### config.mk
export PLATFORM = sky130hd
export DESIGN_NAME = instr_loader
export DESIGN_NICKNAME = d
export VERILOG_FILES = /design/src/rtl/instr_loader.sv
export SDC_FILE = /design/constraint.sdc
export NUM_CORES = 1
export LEC_CHECK = 0
export BUFFER_PORTS_ARGS = -buffer_cell sky130_fd_sc_hd__buf_2
export CORE_ASPECT_RATIO = 1.1
export CORE_UTILIZATION = 40
export DETAILED_ROUTE_END_ITERATION = 7
export PLACE_DENSITY = 0.71
export SYNTH_ARGS = -nofsm -noshare
export SYNTH_HDL_FRONTEND = slang
export SYNTH_SLANG_ARGS = --single-unit
### constraint.sdc
create_clock -name clk_i -period 3.4 [get_ports clk_i]
set_clock_uncertainty 0.15 [all_clocks]
set_input_delay 0.17 -clock clk_i [delete_from_list [all_inputs] [get_ports clk_i]]
set_output_delay 0.17 -clock clk_i [all_outputs]
set_load 0.02 [all_outputs]
### src/rtl/instr_loader.sv
// Boot-time loader: streams machine-code words into instruction memory from address 0,
// then releases the core from reset and counts its run cycles until it reports done.
module instr_loader #(
    parameter int D  = 10,
    parameter int W  = 9,
    parameter int CW = 16
) (
    input  logic          clk_i,
    input  logic          reset_ni,
    input  logic          start_i,
    input  logic          in_valid_i,
    input  logic [W-1:0]  in_data_i,
    input  logic          in_last_i,
    output logic          in_ready_o,
    output logic          wr_en_o,
    output logic [D-1:0]  wr_addr_o,
    output logic [W-1:0]  wr_data_o,
    output logic          core_reset_o,
    input  logic          core_done_i,
    output logic [D:0]    loaded_count_o,
    output logic [CW-1:0] run_cycles_o,
    output logic          halted_o,
    output logic          error_o
);

    // state | meaning
    // IDLE  | core held in reset, waiting for start
    // LOAD  | accepting words, writing them one cycle after each handshake
    // RUN   | core released one cycle after entry, counting cycles until done
    // HALT  | core finished and held in reset; start begins a reload
    typedef enum logic [1:0] {IDLE, LOAD, RUN, HALT} state_e;

    localparam logic [D-1:0]  PTR_MAX = '1;
    localparam logic [D-1:0]  PTR_ONE = D'(1);
    localparam logic [D:0]    CNT_ONE = (D + 1)'(1);
    localparam logic [CW-1:0] RUN_ONE = CW'(1);

    state_e        state_q;
    logic [D-1:0]  ptr_q, ptr_d;
    logic [D:0]    loaded_count_q, loaded_count_d;
    logic [CW-1:0] run_cycles_q, run_cycles_d;
    logic          wr_en_q;
    logic [D-1:0]  wr_addr_q;
    logic [W-1:0]  wr_data_q;
    logic          core_reset_q;
    logic          halted_q;
    logic          error_q;
    logic          xfer;

    assign in_ready_o = (state_q == LOAD);
    assign xfer       = in_valid_i & in_ready_o;

    assign ptr_d          = ptr_q + PTR_ONE;
    assign loaded_count_d = loaded_count_q + CNT_ONE;
    assign run_cycles_d   = (&run_cycles_q) ? run_cycles_q : run_cycles_q + RUN_ONE;

    always_ff @(posedge clk_i or negedge reset_ni) begin
        if (!reset_ni) begin
            state_q        <= IDLE;
            ptr_q          <= '0;
            loaded_count_q <= '0;
            run_cycles_q   <= '0;
            wr_en_q        <= 1'b0;
            wr_addr_q      <= '0;
            wr_data_q      <= '0;
            core_reset_q   <= 1'b1;
            halted_q       <= 1'b0;
            error_q        <= 1'b0;
        end else begin
            wr_en_q <= 1'b0;
            case (state_q)
                IDLE, HALT: begin
                    if (start_i) begin
                        state_q        <= LOAD;
                        ptr_q          <= '0;
                        loaded_count_q <= '0;
                        run_cycles_q   <= '0;
                        halted_q       <= 1'b0;
                        error_q        <= 1'b0;
                    end
                end
                LOAD: begin
                    if (xfer) begin
                        wr_en_q        <= 1'b1;
                        wr_addr_q      <= ptr_q;
                        wr_data_q      <= in_data_i;
                        ptr_q          <= ptr_d;
                        loaded_count_q <= loaded_count_d;
                        if (in_last_i) begin
                            state_q <= RUN;
                        end else if (ptr_q == PTR_MAX) begin
                            // memory full without a last marker: abandon the session
                            error_q <= 1'b1;
                            state_q <= IDLE;
                        end
                    end
                end
                RUN: begin
                    if (core_reset_q) begin
                        // first RUN cycle still carries the final write
                        core_reset_q <= 1'b0;
                    end else begin
                        run_cycles_q <= run_cycles_d;
                        if (core_done_i) begin
                            state_q      <= HALT;
                            halted_q     <= 1'b1;
                            core_reset_q <= 1'b1;
                        end
                    end
                end
                default: state_q <= IDLE;
            endcase
        end
    end

    assign wr_en_o        = wr_en_q;
    assign wr_addr_o      = wr_addr_q;
    assign wr_data_o      = wr_data_q;
    assign core_reset_o   = core_reset_q;
    assign loaded_count_o = loaded_count_q;
    assign run_cycles_o   = run_cycles_q;
    assign halted_o       = halted_q;
    assign error_o        = error_q;

endmodule

After elaboration in Yosys (flattened, before gate mapping) --
Index checks and enable logic that the tools add are counted.
Word-level totals: logic and storage cells 66, flip-flop bits (word level) 62
Operators by class: reduce and logical (&&, ||, !) cells 11, equal/unequal tests 12, multiplexer cells 29, $add $sub $neg 3, bitwise operators 1
Operator list (number):
- two-way mux 16 bit | 3
- case mux 16 bit (2 select lines) | 1
- two-way mux 11 bit | 2
- case mux 11 bit (2 select lines) | 1
- two-way mux 10 bit | 2
- case mux 10 bit (2 select lines) | 1
- adder 16 x 1 -> 16 bit, second input constant | 1
- AND reduction 16 bit | 1
- two-way mux 2 bit | 6
- adder 11 x 1 -> 11 bit, second input constant | 1
- adder 10 x 1 -> 10 bit, second input constant | 1
- equality test 10 bit, second input constant | 1
- two-way mux 1 bit | 10
- inequality test 2 bit, second input constant | 5
- AND reduction 5 bit | 2
- AND reduction 4 bit | 2
- case mux 2 bit (3 select lines) | 1
- equality test 2 bit, second input constant | 2
- inequality test 2 x 1 -> 1 bit, second input constant | 2
- case mux 1 bit (2 select lines) | 2
- nonzero test 2 bit | 2
- inequality test 3 x 2 -> 1 bit, second input constant | 1
- AND reduction 3 bit | 1
- equality test 2 x 1 -> 1 bit, second input constant | 1
- other kinds (4) | 4

Depth between registers and ports, before layout --
depth in word-level cells 5, gate-level depth with buffers 9

Worst setup path after synthesis --
No wires, ideal clock.
path type flip-flop to flip-flop, start register state_q[0], end register loaded_count_q[9] (netlist: loaded_count_o[9]), setup time 0.066 ns, path slack 1.307 ns, buffers on the path 1, stages on the path, launching flop included 9, data arrival time 1.877 ns, data required time 3.184 ns, clock period less this slack 2.093 ns, cell sequence dfrtp_1 -> inv_1 -> ha_1 -> buf_6 -> mux2i_4 -> a21oi_4 -> nand3_2 -> or4_1 -> nand2_1
On the way: cells in the longest elaborated chain, start to end 4
Ends and longest elaborated chain:
- start, declared | line 38 | state_e state_q;
- start signal, assigned | line 59 | state_q <= IDLE;
- start signal, assigned | line 74 | state_q <= LOAD;
- start signal, assigned | line 90 | state_q <= RUN;
- equality test 2 x 1 -> 1 bit (tied with other cells) | line 50, 71
- bitwise AND 1 bit / OR reduction 2 bit (equally long branches) | line 51, 71
- inequality test 2 x 1 -> 1 bit (no source line) (tied with other cells)
- AND reduction 3 bit (no source line)
- end signal, assigned | line 88 | loaded_count_q <= loaded_count_d;
- end, declared | line 40 | logic [D:0] loaded_count_q, loaded_count_d;
Several ways; a longest one is shown, not always the timed one. A chain may end at the register's enable or synchronous reset.

Worst setup path after layout --
start register state_q[0], end register loaded_count_q[6] (netlist: loaded_count_o[6])
Same word-level chain as after synthesis.

==> Implementation_results.wiki <==
{| class="wikitable"
! Metric !! Value
|-
| Outcome || finished clean
|-
| Number of buffers created by CTS || 9
|-
| Chip height || 95.7 um
|-
| Arr. time, crit path || 2.71 ns
|-
| Psw || 1.16 mW
|-
| Relative slew slack || 0.334
|-
| Total standard cell area after synthesis || 3190 sq um
|-
| Final Util || 0.517
|-
| Detailed-route wire length per cell || 14.2 um
|-
| Setup Viol. Count Final || 0
|-
| Commonest non-fill, non-tap cell in the layout || sky130_fd_sc_hd__buf_2
|-
| Unrepaired setup endpoints after global routing || false
|-
| Largest net degree at the start of global routing || 46
|-
| Max Fclk || 380 MHz
|-
| Global-route wire length before repair || 12.0 mm
|-
| Via count || 2,706
|-
| Std cell rows || 33
|-
| Warnings from Yosys || 0
|-
| Start-to-end type of the worst setup path || reg -> reg
|-
| Final-layout setup total negative slack || 0 ns
|-
| Standby leakage power || 1.90 nW
|-
| Effective utilization at floorplan || 0.420
|-
| Reg2reg start || state_q[0]
|-
| Number of cell instances on the worst register-to-register path || 7
|-
| Net total in the final layout || 413
|-
| Total core area || 7600 sq um
|-
| Routability-driven placement congestion ratio || 0.804
|-
| Count of unique library cells instantiated by Yosys || 50
|-
| Total Routing Usage GR || 0.187
|-
| Termination of the worst setup path || loaded_count_o[6]
|-
| Hold Violations, Final || 0
|-
| Power share of the combinational group || 0.384
|-
| DRC violations left || 0
|-
| Via density || 5.39
|-
| Drt first-iter violations || 99
|-
| Power per cell area || 729 nW/um^2
|-
| Number of buffers added on ports || 65
|-
| Total half-perimeter wirelength after legalization and detailed placement || 4.93 mm
|-
| Boundary Pins || 66
|-
| TritonCTS clock tree || done
|-
| Maximum count of clock buffers along a single path || 2
|-
| Worst Path Required || 3.48 ns
|-
| Fill count || 720
|-
| Library cell used as clock root buffer || sky130_fd_sc_hd__clkbuf_8
|-
| Initial antenna violation count || 0
|-
| Element type at the critical path end || flip-flop
|-
| CTS-repair resized insts || 0
|-
| Post-CTS Setup Bufs || 0
|-
| Max Fanout on Critical Path || 21
|-
| Commonest cells after routing, fill and taps aside || sky130_fd_sc_hd__buf_2 (65), sky130_fd_sc_hd__dfrtp_1 (61), sky130_fd_sc_hd__nand2_1 (40)
|-
| Sinks on Clock Net || 62
|-
| Vias in the first global route || 2,594
|-
| H-Tree Level Count || 3
|-
| Minimum clock period after layout || 2.63 ns
|-
| EDFF count, synth || 0
|-
| Sequential Power Share || 0.357
|-
| Transition time of the tightest slew-check pin || 0.998 ns
|-
| Synthesized area divided by synthesized cell count || 10.1 sq um
|-
| DIE AREA || 8330 sq um
|-
| Register area share after synthesis || 0.487
|-
| Class of the worst hold path || in -> reg
|-
| Share of the clock period used by the worst path || 0.775
|-
| Chain of cells forming the critical path || inv_1, ha_1, mux2i_4, a21o_1, or2_1, o31ai_1, a22o_1
|-
| Post-synthesis instance total || 315
|-
| Synth-to-layout area growth || 23.1%
|-
| Final antenna diode count || 0
|-
| R2R Setup Slk || 0.77 ns
|-
| Slowest stage cell, crit path || sky130_fd_sc_hd__a21o_1
|-
| Ys async rst share || 1.00
|-
| Slew Viols, Final || 0
|-
| Syn_nets || 336
|-
| Clk_lat worst skew || 0.35 ns
|-
| Die boundary width || 87.1 um
|-
| Main synth FF type || sky130_fd_sc_hd__dfrtp_1
|-
| Worst flop-to-flop path endpoint || loaded_count_o[6]
|-
| Cell internal power dissipation || 1.70 mW
|-
| Max VDD drop || 0.334 mV
|-
| Hold Slack || 0.0769 ns
|-
| Clock input transition at the sequential cells of the worst setup and hold paths || 0.07 ns
|-
| Antenna Nets Post-Route || 0
|-
| Clock network fraction of design power || 0.259
|-
| Sw Ratio || 0.407
|-
| Type of element launching the critical path || flip-flop
|-
| TritonRoute pass-1 iters || 4
|-
| Share of layout cells above drive strength 1 || 0.280
|-
| Largest stage delay on the critical path || 0.59 ns
|-
| Seq cells post-synth || 62
|-
| Maxcap violations || 0
|-
| Total Routed Length || 7.13 mm
|-
| Remaining global-route overflow || 0
|-
| Worst setup path start || state_q[0]
|}
==> power groups by stage <==
stage          logic [mW]  clock network, mW  registers (mW)
2_1_floorplan       0.707                  0            1.16
3_3_place_gp         1.07                  0            1.03
3_5_place_dp         1.09                  0            1.04
4_1_cts              1.11              0.754            1.02
5_1_grt              1.21              0.789            1.05
6_report             1.10              0.742            1.02
==> cell families (layout without fill, tap and decap cells) <==
kind of cell    Yosys count  in the layout  synth area share
compound gates           69             69             0.148
flops                    62             62             0.487
mux                      30             30             0.106
buf+inv                  22            104            0.0349
fa+ha+maj                 6              6            0.0235
xor+xnor                  3              3           0.00824
simple gates            123            123             0.193
==> per-layer routing <==
| layer | share of wire | up-vias | track usage |
|---|---|---|---|
| met5 | 0 | - | 0 |
| met4 | 0.016 | 0 | 0.0833 |
| met3 | 0.045 | 10 | 0.0364 |
| met2 | 0.48 | 67 | 0.309 |
| met1 | 0.46 | 1316 | 0.238 |
| li1 | - | 1313 | - |
==> worst max-delay path: cells and delay by family (launching register included) <==
kind / cells / cell delay (ns)
buf+inv: 1 / 0.07
flops: 1 / 0.38
fa+ha+maj: 1 / 0.45
mux: 1 / 0.39
simple gates: 1 / 0.23
compound gates: 3 / 0.86
==> what timing repair did <==
action / in CTS / in global routing
endpoints found under the hold margin: 53 / 0
hold buffers: 11 / 0
endpoints found under the setup margin: 0 / 0
==> through the flow <==
step | cells | setup slack (ns) | power [mW] | instance area (sq um)
after floorplan | 315 | 1.31 | 1.86 | 3190
after global placement | 475 | 0.878 | 2.10 | 3590
after detailed placement | 475 | 0.807 | 2.13 | 3590
after CTS | 502 | 0.775 | 2.89 | 3930
after global routing | 502 | 0.610 | 3.04 | 3930
final | 502 | 0.765 | 2.86 | 3930
==> Yosys cell counts, types with 5 or more instances <==
cell type | count | area, sq um
sky130_fd_sc_hd__nand4_1 | 9 | 56.3
sky130_fd_sc_hd__dfrtp_1 | 61 | 1530
sky130_fd_sc_hd__or3_1 | 5 | 31.3
sky130_fd_sc_hd__nand3_1 | 23 | 115
sky130_fd_sc_hd__o21ai_1 | 6 | 30.0
sky130_fd_sc_hd__a21oi_1 | 13 | 65.1
sky130_fd_sc_hd__nor2_1 | 19 | 71.3
sky130_fd_sc_hd__inv_1 | 9 | 33.8
sky130_fd_sc_hd__mux2i_1 | 9 | 90.1
sky130_fd_sc_hd__ha_1 | 6 | 75.1
sky130_fd_sc_hd__and3_1 | 5 | 31.3
sky130_fd_sc_hd__o21ai_0 | 16 | 80.1
sky130_fd_sc_hd__nand2_1 | 40 | 150
sky130_fd_sc_hd__a22o_1 | 9 | 78.8
sky130_fd_sc_hd__o31ai_1 | 6 | 45.0
sky130_fd_sc_hd__mux2_2 | 19 | 214
sky130_fd_sc_hd__nor3_1 | 7 | 35.0
==> worst min-delay path by stage <==
stage | startpoint | end | slack (ns) | cells after the start
finish | start_i | halted_o | 0.08 | 4
global route | start_i | halted_o | 0.10 | 4
detailed placement | reset_ni | wr_data_o[7] | 0.26 | 1
CTS | in_last_i | error_o | 0.07 | 4
global placement | in_data_i[0] | wr_data_o[0] | 0.25 | 2
floorplan | reset_ni | error_o | -0.28 | 0
==> layout make-up <==
type	instances	area, sq um	area share
Tap cell	105	131	0.0335
Sequential cell	62	1550	0.395
Clock buffer	9	124	0.0315
Inverter	9	33.8	0.00860
Multi-Input combinational cell	231	1530	0.388
Clock inverter	7	103	0.0261
Timing Repair Buffer	79	458	0.117
==> flip-flops by register name (all words and copies together), names as in the netlist <==
name and flops:
wr_addr_o 10, halted_o 1, wr_data_o 9, core_reset_o 1
error_o 1, loaded_count_o 11, wr_en_o 1, state_q 2
run_cycles_o 16, ptr_q 10
(Power assumes the default switching activity.)
